--- config.mk ---
export PLATFORM = sky130hd
export DESIGN_NAME = pdumper
export DESIGN_NICKNAME = d
export VERILOG_FILES = /design/src/rtl/pdumper.sv
export SDC_FILE = /design/constraint.sdc
export NUM_CORES = 1
export LEC_CHECK = 0
export CAP_MARGIN = 15
export CORE_MARGIN = 2
export CORE_UTILIZATION = 45
export DETAILED_ROUTE_END_ITERATION = 7
export GPL_TIMING_DRIVEN = 0
export HOLD_SLACK_MARGIN = 0.1
export PLACE_DENSITY_LB_ADDON = 0.1
export SYNTH_ARGS = -nofsm -noshare
export SYNTH_HDL_FRONTEND = slang
export SYNTH_SLANG_ARGS = --single-unit
--- constraint.sdc ---
create_clock -name CLK -period 3.9 [get_ports CLK]
set_input_delay 0.78 -clock CLK [delete_from_list [all_inputs] [get_ports CLK]]
set_output_delay 0.78 -clock CLK [all_outputs]
set_load 0.02 [all_outputs]
--- src/rtl/pdumper.sv ---
// Memory dumper: reads a fixed-size region of memory word by word and streams each byte
// out as UART 8N1, low byte of each word first, so a dump can be fed back to the loader.
module pdumper #(
  parameter logic [31:0] DUMP_SIZE    = 32'd524288,
  parameter logic [31:0] BASE_ADDR    = 32'h0,
  parameter int unsigned CLKS_PER_BIT = 100,
  parameter int unsigned RD_LATENCY   = 1
) (
  input  logic        CLK,
  input  logic        RST_X,
  input  logic        START,
  output logic [31:0] ADDR,
  output logic        RE,
  input  logic [31:0] RDATA,
  output logic        TXD,
  output logic        BUSY,
  output logic        DONE
);

  localparam int CW = $clog2(CLKS_PER_BIT);
  localparam logic [CW-1:0] CLK_LAST = CW'(CLKS_PER_BIT - 1);
  localparam logic [31:0]   LAT_INIT = 32'(RD_LATENCY);

  typedef enum logic [2:0] {IDLE, READ, WAIT, SEND, FIN} state_e;

  state_e        state_q, state_d;
  logic [31:0]   addr_q, addr_d;
  logic          re_q, re_d;
  logic          txd_q, txd_d;
  logic          busy_q, busy_d;
  logic          done_q, done_d;
  logic [31:0]   waddr_q, waddr_d;
  logic [31:0]   remain_q, remain_d;
  logic [31:0]   lat_q, lat_d;
  logic [31:0]   word_q, word_d;
  logic [2:0]    nbytes_q, nbytes_d;
  logic [1:0]    byte_q, byte_d;
  logic [3:0]    bit_q, bit_d;
  logic [CW-1:0] clk_q, clk_d;
  logic [7:0]    cur_byte;

  always_ff @(posedge CLK) begin
    if (!RST_X) begin
      state_q  <= IDLE;
      addr_q   <= '0;
      re_q     <= 1'b0;
      txd_q    <= 1'b1;
      busy_q   <= 1'b0;
      done_q   <= 1'b0;
      waddr_q  <= '0;
      remain_q <= '0;
      lat_q    <= '0;
      word_q   <= '0;
      nbytes_q <= '0;
      byte_q   <= '0;
      bit_q    <= '0;
      clk_q    <= '0;
    end else begin
      state_q  <= state_d;
      addr_q   <= addr_d;
      re_q     <= re_d;
      txd_q    <= txd_d;
      busy_q   <= busy_d;
      done_q   <= done_d;
      waddr_q  <= waddr_d;
      remain_q <= remain_d;
      lat_q    <= lat_d;
      word_q   <= word_d;
      nbytes_q <= nbytes_d;
      byte_q   <= byte_d;
      bit_q    <= bit_d;
      clk_q    <= clk_d;
    end
  end

  always_comb begin
    case (byte_q)
      2'd0:    cur_byte = word_q[7:0];
      2'd1:    cur_byte = word_q[15:8];
      2'd2:    cur_byte = word_q[23:16];
      default: cur_byte = word_q[31:24];
    endcase
  end

  // bit_q: 0 = start bit, 1..8 = data d0..d7, 9 = stop bit
  always_comb begin
    state_d  = state_q;
    addr_d   = addr_q;
    re_d     = re_q;
    txd_d    = txd_q;
    busy_d   = busy_q;
    done_d   = done_q;
    waddr_d  = waddr_q;
    remain_d = remain_q;
    lat_d    = lat_q;
    word_d   = word_q;
    nbytes_d = nbytes_q;
    byte_d   = byte_q;
    bit_d    = bit_q;
    clk_d    = clk_q;
    case (state_q)
      IDLE, FIN: begin
        if (START && !busy_q) begin
          busy_d   = 1'b1;
          done_d   = 1'b0;
          remain_d = DUMP_SIZE;
          waddr_d  = BASE_ADDR;
          if (DUMP_SIZE == 32'd0) begin
            state_d = FIN;
          end else begin
            state_d = READ;
            re_d    = 1'b1;
            addr_d  = BASE_ADDR;
          end
        end else if (busy_q) begin
          // Only reachable for an empty dump: finish one cycle after START
          busy_d = 1'b0;
          done_d = 1'b1;
        end
      end
      READ: begin
        re_d    = 1'b0;
        lat_d   = LAT_INIT;
        state_d = WAIT;
      end
      WAIT: begin
        if (lat_q == 32'd1) begin
          word_d   = RDATA;
          nbytes_d = (remain_q >= 32'd4) ? 3'd4 : remain_q[2:0];
          byte_d   = 2'd0;
          bit_d    = 4'd0;
          clk_d    = '0;
          txd_d    = 1'b0;
          state_d  = SEND;
        end else begin
          lat_d = lat_q - 32'd1;
        end
      end
      SEND: begin
        if (clk_q == CLK_LAST) begin
          clk_d = '0;
          if (bit_q == 4'd9) begin
            if (3'(byte_q) + 3'd1 == nbytes_q) begin
              remain_d = remain_q - 32'(nbytes_q);
              txd_d    = 1'b1;
              if (remain_q == 32'(nbytes_q)) begin
                state_d = FIN;
                busy_d  = 1'b0;
                done_d  = 1'b1;
              end else begin
                waddr_d = waddr_q + 32'd4;
                addr_d  = waddr_q + 32'd4;
                re_d    = 1'b1;
                state_d = READ;
              end
            end else begin
              byte_d = byte_q + 2'd1;
              bit_d  = 4'd0;
              txd_d  = 1'b0;
            end
          end else begin
            bit_d = bit_q + 4'd1;
            txd_d = (bit_q == 4'd8) ? 1'b1 : cur_byte[bit_q[2:0]];
          end
        end else begin
          clk_d = clk_q + 1'b1;
        end
      end
      default: state_d = IDLE;
    endcase
  end

  always_comb begin
    ADDR = addr_q;
    RE   = re_q;
    TXD  = txd_q;
    BUSY = busy_q;
    DONE = done_q;
  end

endmodule

==> results of run 1 <==
[per-layer routing]
metal	track usage	routed length (um)
met1	0.2929	8760
met2	0.3481	8639
met3	0.04537	822
met4	0.05735	212
met5	0	0
[worst max-delay path, cell delays in order, from the launching register on]
cell	delay (ps)
dfxtp_1	440
ha_1	180
clkbuf_1	410
xnor2_1	190
nand4_1	200
o21ai_2	450
buf_2	320
buf_1	460
nand4_1	180
xor2_1	180
nor2_1	50
[registers in the layout, indices dropped and copies added, names as in the netlist]
| register | cells |
|---|---|
| BUSY | 1 |
| DONE | 1 |
| lat_q | 32 |
| byte_q | 2 |
| TXD | 1 |
| remain_q | 32 |
| waddr_q | 30 |
| nbytes_q | 3 |
| word_q | 32 |
| RE | 1 |
| clk_q | 7 |
| bit_q | 4 |
| state_q | 3 |
[kinds of logic after synthesis]
| group | count (synthesis) | synth area share |
|---|---|---|
| xor+xnor | 50 | 0.05922 |
| simple gates | 418 | 0.2998 |
| mux | 6 | 0.008291 |
| flops | 149 | 0.4034 |
| fa+ha+maj | 13 | 0.02301 |
| compound gates | 199 | 0.1679 |
| buf+inv | 64 | 0.03790 |
| other cells | 1 | 0.0005071 |
[cell usage after synthesis, types with 3 or more instances]
cell	count	area, sq um
or2_2	4	25.02
dfxtp_1	149	2983
nand3_1	35	175.2
or3_1	22	137.6
a2111oi_0	4	35.03
or4_4	6	67.56
nor4_1	14	87.58
a22oi_1	9	67.56
and3_1	10	62.56
or4_2	3	26.28
xnor2_1	32	280.3
nor2_1	94	352.8
nor2b_1	3	18.77
o21a_1	3	22.52
a21o_1	3	22.52
nor3_1	21	105.1
buf_1	3	11.26
nand2_1	117	439.2
nand2b_1	6	37.54
or4_1	16	120.1
xor2_1	18	157.7
o31ai_1	12	90.09
o2111ai_1	5	43.79
inv_1	13	48.80
o211ai_1	7	52.55
a31oi_1	6	37.54
and2_1	6	37.54
a211oi_1	9	67.56
o21ai_0	30	150.1
nand3b_1	4	30.03
buf_6	3	33.78
clkbuf_1	34	127.6
nand4_1	19	118.9
ha_1	12	150.1
a21oi_1	88	440.4
nor4b_1	6	52.55
mux2i_1	5	50.05
buf_2	8	40.04
nor4_2	3	37.54
and4_1	8	70.07
[worst paths after layout]
kind,endpoint,slack (ps),cells past startpoint
worst min register to register,word_q[24],450,2
worst max register to register,remain_q[14],700,10
worst min-delay path,word_q[24],450,2
worst max-delay path,remain_q[14],700,10
[layout make-up]
| type | instances | share of cell area |
|---|---|---|
| Tap cell | 216 | 0.03038 |
| Buffer | 50 | 0.02560 |
| Timing Repair Buffer | 68 | 0.07652 |
| Clock inverter | 10 | 0.009143 |
| Sequential cell | 149 | 0.3353 |
| Clock buffer | 22 | 0.05219 |
| Inverter | 14 | 0.005908 |
| Multi-Input combinational cell | 688 | 0.4649 |
[through the flow]
step,instances,setup slack [ps],utilization
finish,1217,703.4,0.5559
floorplan,901,1296,-
global route,1217,404.9,0.5559
detailed placement,1185,431.0,0.5218
CTS,1217,690.9,0.5559
global placement,1185,456.3,0.5218
[power by group through the flow]
stage	sequential, mW	clock (mW)	combinational [mW]
6_report	1.66	1.53	0.801
5_1_grt	1.67	1.63	0.891
2_1_floorplan	1.68	0	0.591
3_3_place_gp	1.69	0	0.792
3_5_place_dp	1.69	0	0.795
4_1_cts	1.65	1.56	0.801
==> run_results.csv, run 1 <==
group,metric,value,unit
outcome,status,"finished, final reports clean",
worst_setup_path,worstPathMaxFanout,10,
route,ant_nets,0,
route,wl_per_cell,15.15,um
timing,setup_viol,0,
timing,post-route-min-period,3197,ps
pwr,p_total,3.989,mW
cts,hold_buffers,0,
cts,numCtsBuffers,17,
pwr,p_int,2.811,mW
synthesis,synth-seq-cells,149,
route,routed_wl,18440,um
global_routing,grt.overflow.total,0,
synthesis,ys_warn_count,0,
finish,fin_area,8895,sq um
cts,cts_setup_buffers,0,
pwr,pwr-share-comb,0.201,
die,num_rows,46,
global_routing,track_usage,0.2153,
die,die_width,132.2,um
timing,fin_crit_sh,0.8196,
cts,cts-root-buf,"clkbuf_16",
synthesis,synthArstFlopShare,0,
pwr,power_frac_clock,0.384,
pwr,power.share.switching,0.2951,
pwr,p_sw,1.177,mW
worst_hold_path,min_from,"word_q[24]",
die,core,16000,sq um
cts,cts_buffer_depth,2,
cts,cts_tree,"done",
finish,num-nets-final,1036,
worst_setup_path,worstSetupPathType,"reg2reg",
timing,rsz0062_at_grt,"false",
route,vias_per_cell,5.571,
timing,finalSetupTns,0,ps
die,die_h,132.2,um
place,place_area,8349,sq um
route,drt_iter0_markers,476,
pwr,powerDensity,448.4,nW/um^2
global_routing,antenna_found_initial,0,
global_routing,grt_pass1_vias,6260,
timing,slew_headroom,0.3568,
pwr,p_seq_frac,0.415,
route,vias,6780,
finish,fill_cells,1574,
finish,ff_latch_area,2983,sq um
worst_hold_path,hold_path_class,"reg2reg",
route,drc,0,
pwr,p_leak,2.984,nW
synthesis,yosysSeqAreaShare,0.4034,
worst_setup_path,start_kind,"register",
die,initial_core_util,0.4622,
synthesis,syn_avg_cell_area,8.216,sq um
place,place_hpwl,13160,um
place,globalplace.congestion,0.8152,
synthesis,synth_ff_type,"dfxtp_1",
cts,htree_levels,4,
finish,final_cell_mix,"149 x dfxtp_1, 117 x nand2_1, 94 x nor2_1, 88 x a21oi_1, 68 x clkdlybuf4s50_1",
worst_setup_path,endpoint_kind,"register",
finish,diodes,0,
finish,final_common_cell,"dfxtp_1",
global_routing,grt_max_degree,17,
timing,whs,451.2,ps
finish,multi_input_area,4135,sq um
worst_setup_path,startpoint,"byte_q[0]",
synthesis,syn_inst,900,
cts,clk-insertion-delay-late,430,ps
cts,clock_sinks,149,
finish,area_growth,20.29,%
route,firstDrtPassIters,7,
cts,ctsResizeCount,0,
worst_setup_path,arrival,3500,ps
cts,clk_pin_slew,60,ps
timing,slew_viol_final,0,
die,dieArea,17470,sq um
place,port_buffers,68,
timing,tightest_slew,940.5,ps
timing,hold_viol,0,
timing,fmax,312.8,MHz
synthesis,ys_types,79,
die,ios,71,
finish,layout-drive-gt1-share,0.07493,
worst_setup_path,r2r-start,"byte_q[0]",
synthesis,synth_edf_count,0,
timing,finClkSkew,9.066,ps
global_routing,grt_pass1_wl,31040,um
run,drv_cap,0,
pwr,peakVddDrop,0.3774,mV
synthesis,syn-cell-area,7395,sq um
worst_setup_path,cp.required,4200,ps
Note: power is estimated with default switching activity, not from simulation.
==> run 2, diff against run 1 <==
==> constraint.sdc (replaced) <==
create_clock -name CLK -period 3.2 [get_ports CLK]
set_input_delay 0.64 -clock CLK [delete_from_list [all_inputs] [get_ports CLK]]
set_output_delay 0.64 -clock CLK [all_outputs]
set_load 0.02 [all_outputs]
==> run 2 against run 1 <==
  * Final cell count is essentially flat
  * Die area unchanged
  * Hold slack about the same
  * First-iteration DRC count shrank 2.9%
  * Routed wire length is 0.14% higher
  * Cell area hardly changed
  * Fmax increased by 10%
  * Critical path depth decreased by 2
  * Clock skew is essentially flat
  * Sequential power up 22%
  * Via count decreased by 0.18%
  * Largest power group unchanged
==> run_results.csv, run 2 (synthesized netlist as in run 1, its figures left out) <==
group,metric,value,unit
timing,fin_crit_sh,0.9078,
worst_setup_path,cp.required,3490,ps
cts,cts_setup_buffers,0,
finish,top_regs,"lat_q: 32 flops, remain_q: 32 flops, word_q: 32 flops",
global_routing,grt_max_degree,17,
timing,slew_headroom,0.3568,
cts,clk-insertion-delay-late,430,ps
route,vias,6768,
worst_setup_path,start_kind,"register",
route,drc,0,
finish,final_common_cell,"dfxtp_1",
global_routing,grt_pass1_wl,31040,um
worst_setup_path,r2r-start,"byte_q[0]",
route,wl_per_cell,15.18,um
die,num_rows,46,
cts,cts_buffer_depth,2,
timing,tightest_slew,940.5,ps
place,port_buffers,68,
route,vias_per_cell,5.566,
global_routing,grt_pass1_vias,6260,
die,initial_core_util,0.4622,
die,ios,71,
die,die_h,132.2,um
cts,htree_levels,4,
die,core,16000,sq um
pwr,p_leak,2.987,nW
global_routing,antenna_found_initial,0,
finish,fin_util,0.5562,
route,routed_wl,18460,um
pwr,p_total,4.863,mW
timing,hold_viol,0,
finish,layout-drive-gt1-share,0.07600,
pwr,powerDensity,546.4,nW/um^2
route,firstDrtPassIters,5,
timing,post-route-min-period,2905,ps
outcome,status,"finished, final reports clean",
finish,num-nets-final,1035,
worst_setup_path,endpoint_kind,"register",
worst_hold_path,hold_path_class,"reg2reg",
cts,clk_pin_slew,60,ps
timing,setup_viol,0,
finish,final_cell_mix,"149 x dfxtp_1, 117 x nand2_1, 94 x nor2_1, 88 x a21oi_1, 68 x clkdlybuf4s50_1",
timing,slew_viol_final,0,
place,place_hpwl,13160,um
global_routing,track_usage,0.2153,
die,die_width,132.2,um
worst_setup_path,worstPathMaxFanout,10,
place,globalplace.congestion,0.8152,
timing,fmax,344.2,MHz
die,dieArea,17470,sq um
cts,cts_tree,"done",
global_routing,grt.overflow.total,0,
cts,hold_buffers,0,
cts,cts-root-buf,"clkbuf_16",
finish,area_growth,20.36,%
worst_setup_path,startpoint,"byte_q[0]",
route,ant_nets,0,
pwr,peakVddDrop,0.4610,mV
run,drv_cap,0,
timing,finClkSkew,9.403,ps
worst_setup_path,ff2ff_setup_slack,300,ps
timing,rsz0062_at_grt,"false",
cts,clock_sinks,149,
route,drt_iter0_markers,462,
cts,numCtsBuffers,17,
worst_setup_path,worstSetupPathType,"reg2reg",
worst_hold_path,min_from,"word_q[24]",
finish,fill_cells,1571,
finish,diodes,0,
worst_setup_path,arrival,3200,ps
==> run 2: cell types whose count changed in the layout (fill, tap and decap cells not counted) <==
cell,before,now
buf_2,8,9
buf_1,3,2
o21ai_2,2,1
clkbuf_1,37,36
o21ai_4,0,1
==> run 2: layer usage <==
| metal | global-route usage | part of all wire | vias up |
|---|---|---|---|
| met5 | 0 | 0 | - |
| met4 | 0.05735 | 0.012 | 0 |
| met3 | 0.04537 | 0.041 | 18 |
| met2 | 0.3481 | 0.47 | 135 |
| met1 | 0.2929 | 0.48 | 3165 |
| li1 | - | - | 3450 |
==> run 2: layout make-up <==
cell class                      count  area (sq um)  share of cell area
Tap cell                          216         270.3             0.03037
Sequential cell                   149          2983              0.3352
Clock buffer                       22         464.2             0.05216
Clock inverter                     10         81.33            0.009138
Multi-Input combinational cell    688          4143              0.4655
Buffer                             49         225.2             0.02531
Inverter                           14         52.55            0.005905
Timing Repair Buffer               68         680.7             0.07648
==> run 2: through the flow <==
| step | hold WS, ps | cells | setup TNS [ps] | setup WS [ps] | cell area, sq um |
|---|---|---|---|---|---|
| after floorplan | 428.1 | 901 | 0 | 710.4 | 7398 |
| after global placement | 440.0 | 1185 | -381.4 | -103.7 | 8349 |
| after detailed placement | 444.7 | 1185 | -448.5 | -129.0 | 8349 |
| after CTS | 453.0 | 1217 | 0 | 151.3 | 8896 |
| after global routing | 466.6 | 1216 | 0 | 49.86 | 8900 |
| final | 451.2 | 1216 | 0 | 295.1 | 8900 |
==> run 2: power by group <==
group          total [mW]  switching, mW  internal [mW]  leakage [nW]
Clock                1.87          0.767           1.10         0.273
Combinational       0.978          0.587          0.391          1.51
Sequential           2.02         0.0810           1.94          1.20
Total                4.86           1.44           3.43          2.99
==> run 2: path summary, 6_finish.rpt <==
path                  end  cells after the start
max reg2reg  remain_q[31]                      8
max          remain_q[31]                      8
min reg2reg    word_q[24]                      2
min            word_q[24]                      2
==> run 2: critical path, stage by stage (launching register included) <==
cell and delay, ps:
dfxtp_1 440, ha_1 470, xnor2_1 190, nand4_1 230
o21a_1 260, buf_2 180, or4_1 610, o311ai_1 270
o41ai_1 130
==> run 2: what timing repair did <==
item	CTS	global route
resized for setup	1	1
setup endpoints to repair	1	6
gates cloned	0	0
